$ cat src/rtl/pipe_credit_pkg.sv
// Shared types and helpers for the credit-managed pipeline receive block.
package pipe_credit_pkg;

   function automatic int cnt_width(input int depth);
      return $clog2(depth + 1);
   endfunction

   typedef struct packed {
      logic ovf;
      logic unexp;
   } err_flags_t;

endpackage

$ cat src/rtl/sync_fifo_cnt.sv
// W x DEPTH synchronous FIFO with occupancy count; DEPTH need not be a power of 2.
module sync_fifo_cnt
   import pipe_credit_pkg::*;
#(
   parameter int W     = 8,
   parameter int DEPTH = 4,
   parameter int CW    = cnt_width(DEPTH)
) (
   input  logic          clk,
   input  logic          rst_n,
   input  logic          push,
   input  logic [W-1:0]  push_data,
   input  logic          pop,
   output logic [W-1:0]  head_data,
   output logic          full,
   output logic          empty,
   output logic [CW-1:0] count
);

   localparam int            PW       = (DEPTH > 1) ? $clog2(DEPTH) : 1;
   localparam logic [PW-1:0] LAST     = PW'(DEPTH - 1);
   localparam logic [CW-1:0] FULL_CNT = CW'(DEPTH);

   logic [W-1:0]  mem [DEPTH];
   logic [PW-1:0] wr_ptr;
   logic [PW-1:0] rd_ptr;
   logic          do_push;
   logic          do_pop;

   function automatic logic [PW-1:0] next_ptr(input logic [PW-1:0] p);
      return (p == LAST) ? '0 : p + PW'(1);
   endfunction

   assign full  = (count == FULL_CNT);
   assign empty = (count == '0);

   // A pop on an empty FIFO is ignored; a push while full only lands if the head leaves.
   assign do_pop  = pop && !empty;
   assign do_push = push && (!full || do_pop);

   always_ff @(posedge clk or negedge rst_n) begin
      if (!rst_n) begin
         wr_ptr <= '0;
         rd_ptr <= '0;
         count  <= '0;
      end else begin
         if (do_push) wr_ptr <= next_ptr(wr_ptr);
         if (do_pop)  rd_ptr <= next_ptr(rd_ptr);
         case ({do_push, do_pop})
            2'b10:   count <= count + CW'(1);
            2'b01:   count <= count - CW'(1);
            default: count <= count;
         endcase
      end
   end

   always_ff @(posedge clk) begin
      if (do_push) mem[wr_ptr] <= push_data;
   end

   assign head_data = empty ? '0 : mem[rd_ptr];

endmodule

$ cat src/rtl/pipe_credit_rx.sv
// Receive end of a non-stallable pipe: credit-gated issue, result FIFO, valid/ready output.
module pipe_credit_rx
   import pipe_credit_pkg::*;
#(
   parameter int W     = 8,
   parameter int DEPTH = 4,
   parameter int CW    = cnt_width(DEPTH)
) (
   input  logic          clk,
   input  logic          rst_n,
   input  logic          issue_req,
   output logic          issue_gnt,
   input  logic          ret_valid,
   input  logic [W-1:0]  ret_data,
   output logic          out_valid,
   input  logic          out_ready,
   output logic [W-1:0]  out_data,
   output logic [CW-1:0] credits,
   output logic [CW-1:0] in_flight,
   output logic          err_ovf,
   output logic          err_unexp
);

   logic          issue;
   logic          pop;
   logic          fifo_full;
   logic          fifo_empty;
   logic [CW-1:0] occupancy;
   err_flags_t    err_q;

   // Grant depends only on the registered credit count, keeping out_ready off this path.
   assign issue_gnt = (credits != '0);
   assign issue     = issue_req && issue_gnt;
   assign out_valid = !fifo_empty;
   assign pop       = out_valid && out_ready;
   assign err_ovf   = err_q.ovf;
   assign err_unexp = err_q.unexp;

   sync_fifo_cnt #(
      .W     (W),
      .DEPTH (DEPTH),
      .CW    (CW)
   ) u_fifo (
      .clk       (clk),
      .rst_n     (rst_n),
      .push      (ret_valid),
      .push_data (ret_data),
      .pop       (pop),
      .head_data (out_data),
      .full      (fifo_full),
      .empty     (fifo_empty),
      .count     (occupancy)
   );

   always_ff @(posedge clk or negedge rst_n) begin
      if (!rst_n) begin
         credits   <= CW'(DEPTH);
         in_flight <= '0;
         err_q     <= '0;
      end else begin
         if (issue && !pop)      credits <= credits - CW'(1);
         else if (pop && !issue) credits <= credits + CW'(1);

         // An unexpected return leaves the counter pinned at zero.
         if (issue && !ret_valid)                            in_flight <= in_flight + CW'(1);
         else if (!issue && ret_valid && in_flight != '0)    in_flight <= in_flight - CW'(1);

         if (ret_valid && fifo_full && !pop) err_q.ovf   <= 1'b1;
         if (ret_valid && in_flight == '0)   err_q.unexp <= 1'b1;
      end
   end

   always_ff @(posedge clk) begin
      if (rst_n && err_q == '0)
         assert (int'(credits) + int'(occupancy) + int'(in_flight) == DEPTH)
            else $error("credit invariant broken");
   end

endmodule

$ cat config.mk
export PLATFORM = sky130hd
export DESIGN_NAME = pipe_credit_rx
export DESIGN_NICKNAME = d
export VERILOG_FILES = /design/src/rtl/pipe_credit_pkg.sv /design/src/rtl/sync_fifo_cnt.sv /design/src/rtl/pipe_credit_rx.sv
export SDC_FILE = /design/constraint.sdc
export NUM_CORES = 1
export LEC_CHECK = 0
export BUFFER_PORTS_ARGS = -buffer_cell sky130_fd_sc_hd__buf_4
export CAP_MARGIN = 20
export CORE_ASPECT_RATIO = 1.4
export CORE_MARGIN = 2
export CORE_UTILIZATION = 60
export DETAILED_ROUTE_END_ITERATION = 7
export GPL_TIMING_DRIVEN = 0
export PLACE_DENSITY = 0.91
export SETUP_SLACK_MARGIN = 0.4
export SYNTH_ARGS = -nofsm -noshare
export SYNTH_HDL_FRONTEND = slang
export SYNTH_SLANG_ARGS = --single-unit
$ cat constraint.sdc
create_clock -name clk -period 3.4 [get_ports clk]
set_input_delay 0.51 -clock clk [delete_from_list [all_inputs] [get_ports clk]]
set_output_delay 0.51 -clock clk [all_outputs]
set_load 0.05 [all_outputs]
### Yosys cells after proc, flatten, opt, wreduce, memory -nomap -nowiden

Memory sizes are Yosys's and may differ from the RTL's.
Cells that the tools add are included.

| word-level totals | value |
|---|---|
| bits in writable memories | 32 |
| output and inout port bits | 18 |
| flip-flop bits (word level) | 15 |
| memories | 1 |
| word-level logic and storage cells | 56 |

| operators by class | value |
|---|---|
| mux-type cells | 10 |
| reductions and logical operators | 25 |
| $add $sub $neg | 8 |
| eq/ne operators | 5 |

Memories:

| memory | depth | width | read ports | clocked after Yosys merged registers in | wr ports | RTL line | RTL |
|---|---|---|---|---|---|---|---|
| u_fifo.mem | 4 | 8 | 1 | 0 | 1 | sync_fifo_cnt.sv:24 | `logic [W-1:0] mem [DEPTH];` |

Operators with widths:

| operator | count |
|---|---|
| 1-bit logical AND | 12 |
| 3-bit two-way mux | 4 |
| 3-bit by 1-bit adder with 3-bit output (second input constant) | 3 |
| 3-bit by 1-bit subtractor with 3-bit output (second input constant) | 3 |
| 8-bit two-way mux | 1 |
| 2-bit equality test (second input constant) | 3 |
| 3-bit logical NOT | 2 |
| 3-bit case mux with 2 select lines | 1 |
| 2-bit nonzero test | 3 |
| 3-bit nonzero test | 2 |
| 1-bit logical NOT | 5 |
| 2-bit by 1-bit adder with 2-bit output (second input constant) | 2 |
| 2-bit two-way mux | 2 |
| 3-bit equality test (second input constant) | 1 |
| 2-bit by 1-bit equality test with 1-bit output (second input constant) | 1 |
| 1-bit two-way mux | 2 |
| 1-bit logical OR | 1 |

### Logic depth before layout (Yosys ltp)

| depth | value |
|---|---|
| word-level depth | 8 |
| mapped depth | 10 |
| mapped depth without buffers | 9 |

### Modules after synthesis

Synthesis repeated with hierarchy kept, for this count alone.

| second synthesis, totals | value |
|---|---|
| cells, all modules | 140 |
| area, all modules | 2197.1 sq um |

Modules (own cells, without submodules):

| module | area each (sq um) | instances | cells each |
|---|---|---|---|
| sync_fifo_cnt | 1672.9 | 1 | 90 |
| pipe_credit_rx | 524.3 | 1 | 50 |

### Least setup slack after synthesis

OpenSTA, ideal clock, no wires.

| timing | value |
|---|---|
| path kind | flip-flop to flip-flop |
| start | register credits[2] |
| end | register in_flight[1] |
| data required time | 3280 ps |
| arrival | 2178 ps |
| slack | 1102 ps |
| clock period less this slack | 2298 ps |
| cell stages (with the launch flop) | 7 |
| setup time | 120 ps |
| path through | dfstp_2 o31a_1 buf_6 or2b_1 fa_1 or3b_1 o211a_1 |

| on the way | value |
|---|---|
| word-level cells in the longest chain between the ends | 6 |

Ends and longest elaborated chain:

| item | RTL line | RTL |
|---|---|---|
| start, declared | pipe_credit_rx.sv:18 | `output logic [CW-1:0] credits,` |
| start signal, assigned | pipe_credit_rx.sv:57 | `credits <= CW'(DEPTH);` |
| start signal, assigned | pipe_credit_rx.sv:61 | `if (issue && !pop) credits <= credits - CW'(1);` |
| start signal, assigned | pipe_credit_rx.sv:62 | `else if (pop && !issue) credits <= credits + CW'(1);` |
| 3-bit nonzero test * | pipe_credit_rx.sv:32 | `assign issue_gnt = (credits != '0);` |
| 1-bit logical AND * | pipe_credit_rx.sv:33 | `assign issue = issue_req && issue_gnt;` |
| 1-bit logical NOT | pipe_credit_rx.sv:66 | `else if (!issue && ret_valid && in_flight != '0) in_flight <= in_flight - CW'(1);` |
| 1-bit logical AND (2 in series) | pipe_credit_rx.sv:66 |  |
| 2-bit nonzero test (no line) | n/a |  |
| end signal, assigned | pipe_credit_rx.sv:65 | `if (issue && !ret_valid) in_flight <= in_flight + CW'(1);` |
| end signal, assigned | pipe_credit_rx.sv:66 |  |
| end, declared | pipe_credit_rx.sv:19 | `output logic [CW-1:0] in_flight,` |

Every way passes the cells marked *; elsewhere a longest branch is shown, timed or not.
A chain may end at the register's enable or synchronous reset.

### Worst setup path after layout

| timing | value |
|---|---|
| start | register u_fifo.rd_ptr[0] |
| end | output out_data[2] |

| on the way | value |
|---|---|
| word-level cells in the longest chain between the ends | 2 |

Ends and longest elaborated chain:

| item | RTL line | RTL |
|---|---|---|
| start, declared | sync_fifo_cnt.sv:26 | `logic [PW-1:0] rd_ptr;` |
| start signal, assigned | sync_fifo_cnt.sv:48 | `if (do_pop) rd_ptr <= next_ptr(rd_ptr);` |
| memory read 4 x 8 bit | n/a |  |
| 8-bit two-way mux | sync_fifo_cnt.sv:61 | `assign head_data = empty ? '0 : mem[rd_ptr];` |
| end, declared | pipe_credit_rx.sv:17 | `output logic [W-1:0] out_data,` |

No other way between the ends.

==> results.ini <==
[run_status]
status = completed

[placed_design]
place_congestion = 0.645
dp_hpwl_um = 2580
portBuffers = 30
post-place-cells = 206

[critical_path]
cp_num_buf_inv = 2
critPathRequiredTime_ps = 2890
start_kind = flip-flop
max_stage_delay_ps = 550
critPathMaxFanout = 10
crit_path_top_delay_cell = mux4_2
critical_path_class = flip-flop to output port
worstPathCellList = buf_2, mux4_2, and2_1, buf_4
crit_arrival_ps = 1870
cpLargestDelayFamily = multiplexers
cp-end-kind = output port

[global_routing]
use_met1 = 0.227
track_usage = 0.200
grt_max_degree = 16
antenna_found_initial = 0
use_met3 = 0.0357
grt_remaining_overflow = 0
grt.busiest_layer = met2
met2_usage = 0.351
grt_pass1_vias = 1237
grt_pass1_wl_um = 5550

[job]
max_cap_viol_count = 0

[floorplan]
ioPinCount = 31
die_h_um = 74.9
die_w_um = 54.6
initial_utilization = 0.632
rows = 25
die_area_mm2 = 0.00409
coreArea_mm2 = 0.00341

[drt]
ant_nets = 0
num_vias = 1182
avgViaCountPerCell = 5.52
wire_per_inst_um = 16.0
drc_errors = 0
first_pass_iters = 3
drtIter0Drc = 11
routed_wl_um = 3430

[timing]
max_freq_mhz = 421
fin_tns_setup_ps = 0
worst_slew_pin_slew_ps = 521
slew_headroom = 0.653
fin_crit_ps = 2380
rsz0062_at_grt = no
maxSlewViolCount = 0
hold_violations = 0
timing.final.crit_share = 0.699
final-setup-viol-count = 0
skew_ps = 4.51

[synth]
synth_top_cell_by_area = edfxtp_1
synth_commonest_cells = edfxtp_1, dfrtp_1, and2_1, inv_1, mux4_2
yosysMostFrequentCell = edfxtp_1
ys_types = 33
synth_edf_count = 32
ys_async_sr_fraction = 0.319
avgSynthCellArea_um2 = 15.8
synthFlopType = edfxtp_1
netlist_area_mm2 = 0.00215
ys_ff_latch = 47
synthTopCellsByArea = edfxtp_1, dfrtp_1, mux4_2
yosys.area.top_type_share = 0.446
syn_nets = 159
yosysSeqAreaShare = 0.621
ys.warnings.count = 0
synthCells = 136

[clock_tree]
cts_buffer_depth = 2
root_buffer = clkbuf_8
cts_max_level = 2
cts_tree = built
ctsResizeCount = 0
path_clk_slew_ps = 80
numCtsBuffers = 5
cts_setup_buffers = 0
clock_sinks = 47
hold_buffers = 0
clkLatencyLatePin_ps = 300

[hold_path]
hold_class = input pin to async pin

[layout]
fillers = 221
finalNonFillerCells = 214
finalNetCount = 196
final_layout_size_suffix_gt1_frac = 0.339
area_growth_pct = 17.0
n_antenna_cell = 0

==> cell type report <==
class / instances / area (um^2) / share of cell area
Clock buffer: 7 / 86.3 / 0.0343
Sequential cell: 47 / 1340 / 0.531
Inverter: 10 / 37.5 / 0.0149
Clock inverter: 1 / 5.00 / 0.00199
Buffer: 5 / 30.0 / 0.0119
Timing Repair Buffer: 30 / 225 / 0.0894
Tap cell: 40 / 50.0 / 0.0199
Multi-Input combinational cell: 74 / 748 / 0.297
==> cell families (layout without fill, tap and decap cells) <==
group	after synthesis	in the layout	synth area share
DFF	47	47	0.621
AOI/OAI and AO/OA	7	7	0.0267
buffers and inverters	15	53	0.0314
adders and majority gates	10	10	0.0686
and+or+nand+nor	32	32	0.0889
xor gates and xnor gates	7	7	0.0285
muxes	18	18	0.135
==> through the flow <==
step / hold WS (ps) / util / setup slack, ps / instance area (um^2)
global route: 53.8 / 0.739 / 937 / 2520
detailed placement: 376 / 0.712 / 890 / 2430
global placement: 372 / 0.712 / 935 / 2430
finish: 53.7 / 0.739 / 1020 / 2520
CTS: 53.8 / 0.739 / 1010 / 2520
floorplan: 214 / - / 1100 / 2150
==> worst register-to-register path, cell delays in order, from the launching register on <==
cell and delay [ps]:
dfrtp_1 420, nor4b_1 450, nor2b_1 210, inv_1 110
ha_1 180, inv_1 60, fa_1 370, xor2_1 150
nor2_1 110, xor2_1 150
==> metal layers <==
layer / vias up / part of all wire
li1: 557 / -
met5: - / 0
met1: 588 / 0.38
met4: 0 / 0.023
met3: 8 / 0.046
met2: 29 / 0.55
==> path summary, 6_finish.rpt <==
check	slack [ps]	endpoint	cells after the start	startpoint
setup / recovery	1020	out_data[2]	4	u_fifo.rd_ptr[0]$_DFFE_PN0P_
hold / removal	50	u_fifo.count[0]$_DFFE_PN0P_	1	rst_n
setup reg to reg	1130	u_fifo.count[2]$_DFFE_PN0P_	9	u_fifo.count[0]$_DFFE_PN0P_
hold reg to reg	480	err_unexp$_DFFE_PN0P_	1	err_unexp$_DFFE_PN0P_
max in group asynchronous	3100	credits[2]$_DFFE_PN1P_	1	rst_n
min in group clk	410	u_fifo.mem[1][1]$_DFFE_PP_	1	ret_data[1]
==> placed cells by master, fill, tap and decap left out, types with 2 or more instances in the layout <==
cell,netlist,routed
a21o_1,2,2
and2_1,12,12
buf_2,3,3
buf_4,0,30
clkbuf_1,1,2
clkbuf_8,0,6
dfrtp_1,14,14
edfxtp_1,32,32
fa_1,3,3
ha_1,7,7
inv_1,10,10
mux2_2,4,4
mux2i_1,5,5
mux4_2,8,8
nor2_1,7,7
nor2b_1,4,4
xnor2_1,3,3
xor2_1,4,4
==> state kept, by name (all words and copies together), names as in the netlist <==
| signal | flops |
|---|---|
| credits | 3 |
| in_flight | 3 |
| u_fifo.wr_ptr | 2 |
| u_fifo.rd_ptr | 2 |
| u_fifo.mem | 32 |
| err_unexp | 1 |
| u_fifo.count | 3 |
| err_ovf | 1 |
Power is left out: the tool's default activity adds up to more than one toggle a clock period on the data nets, which glitch-free logic cannot reach.
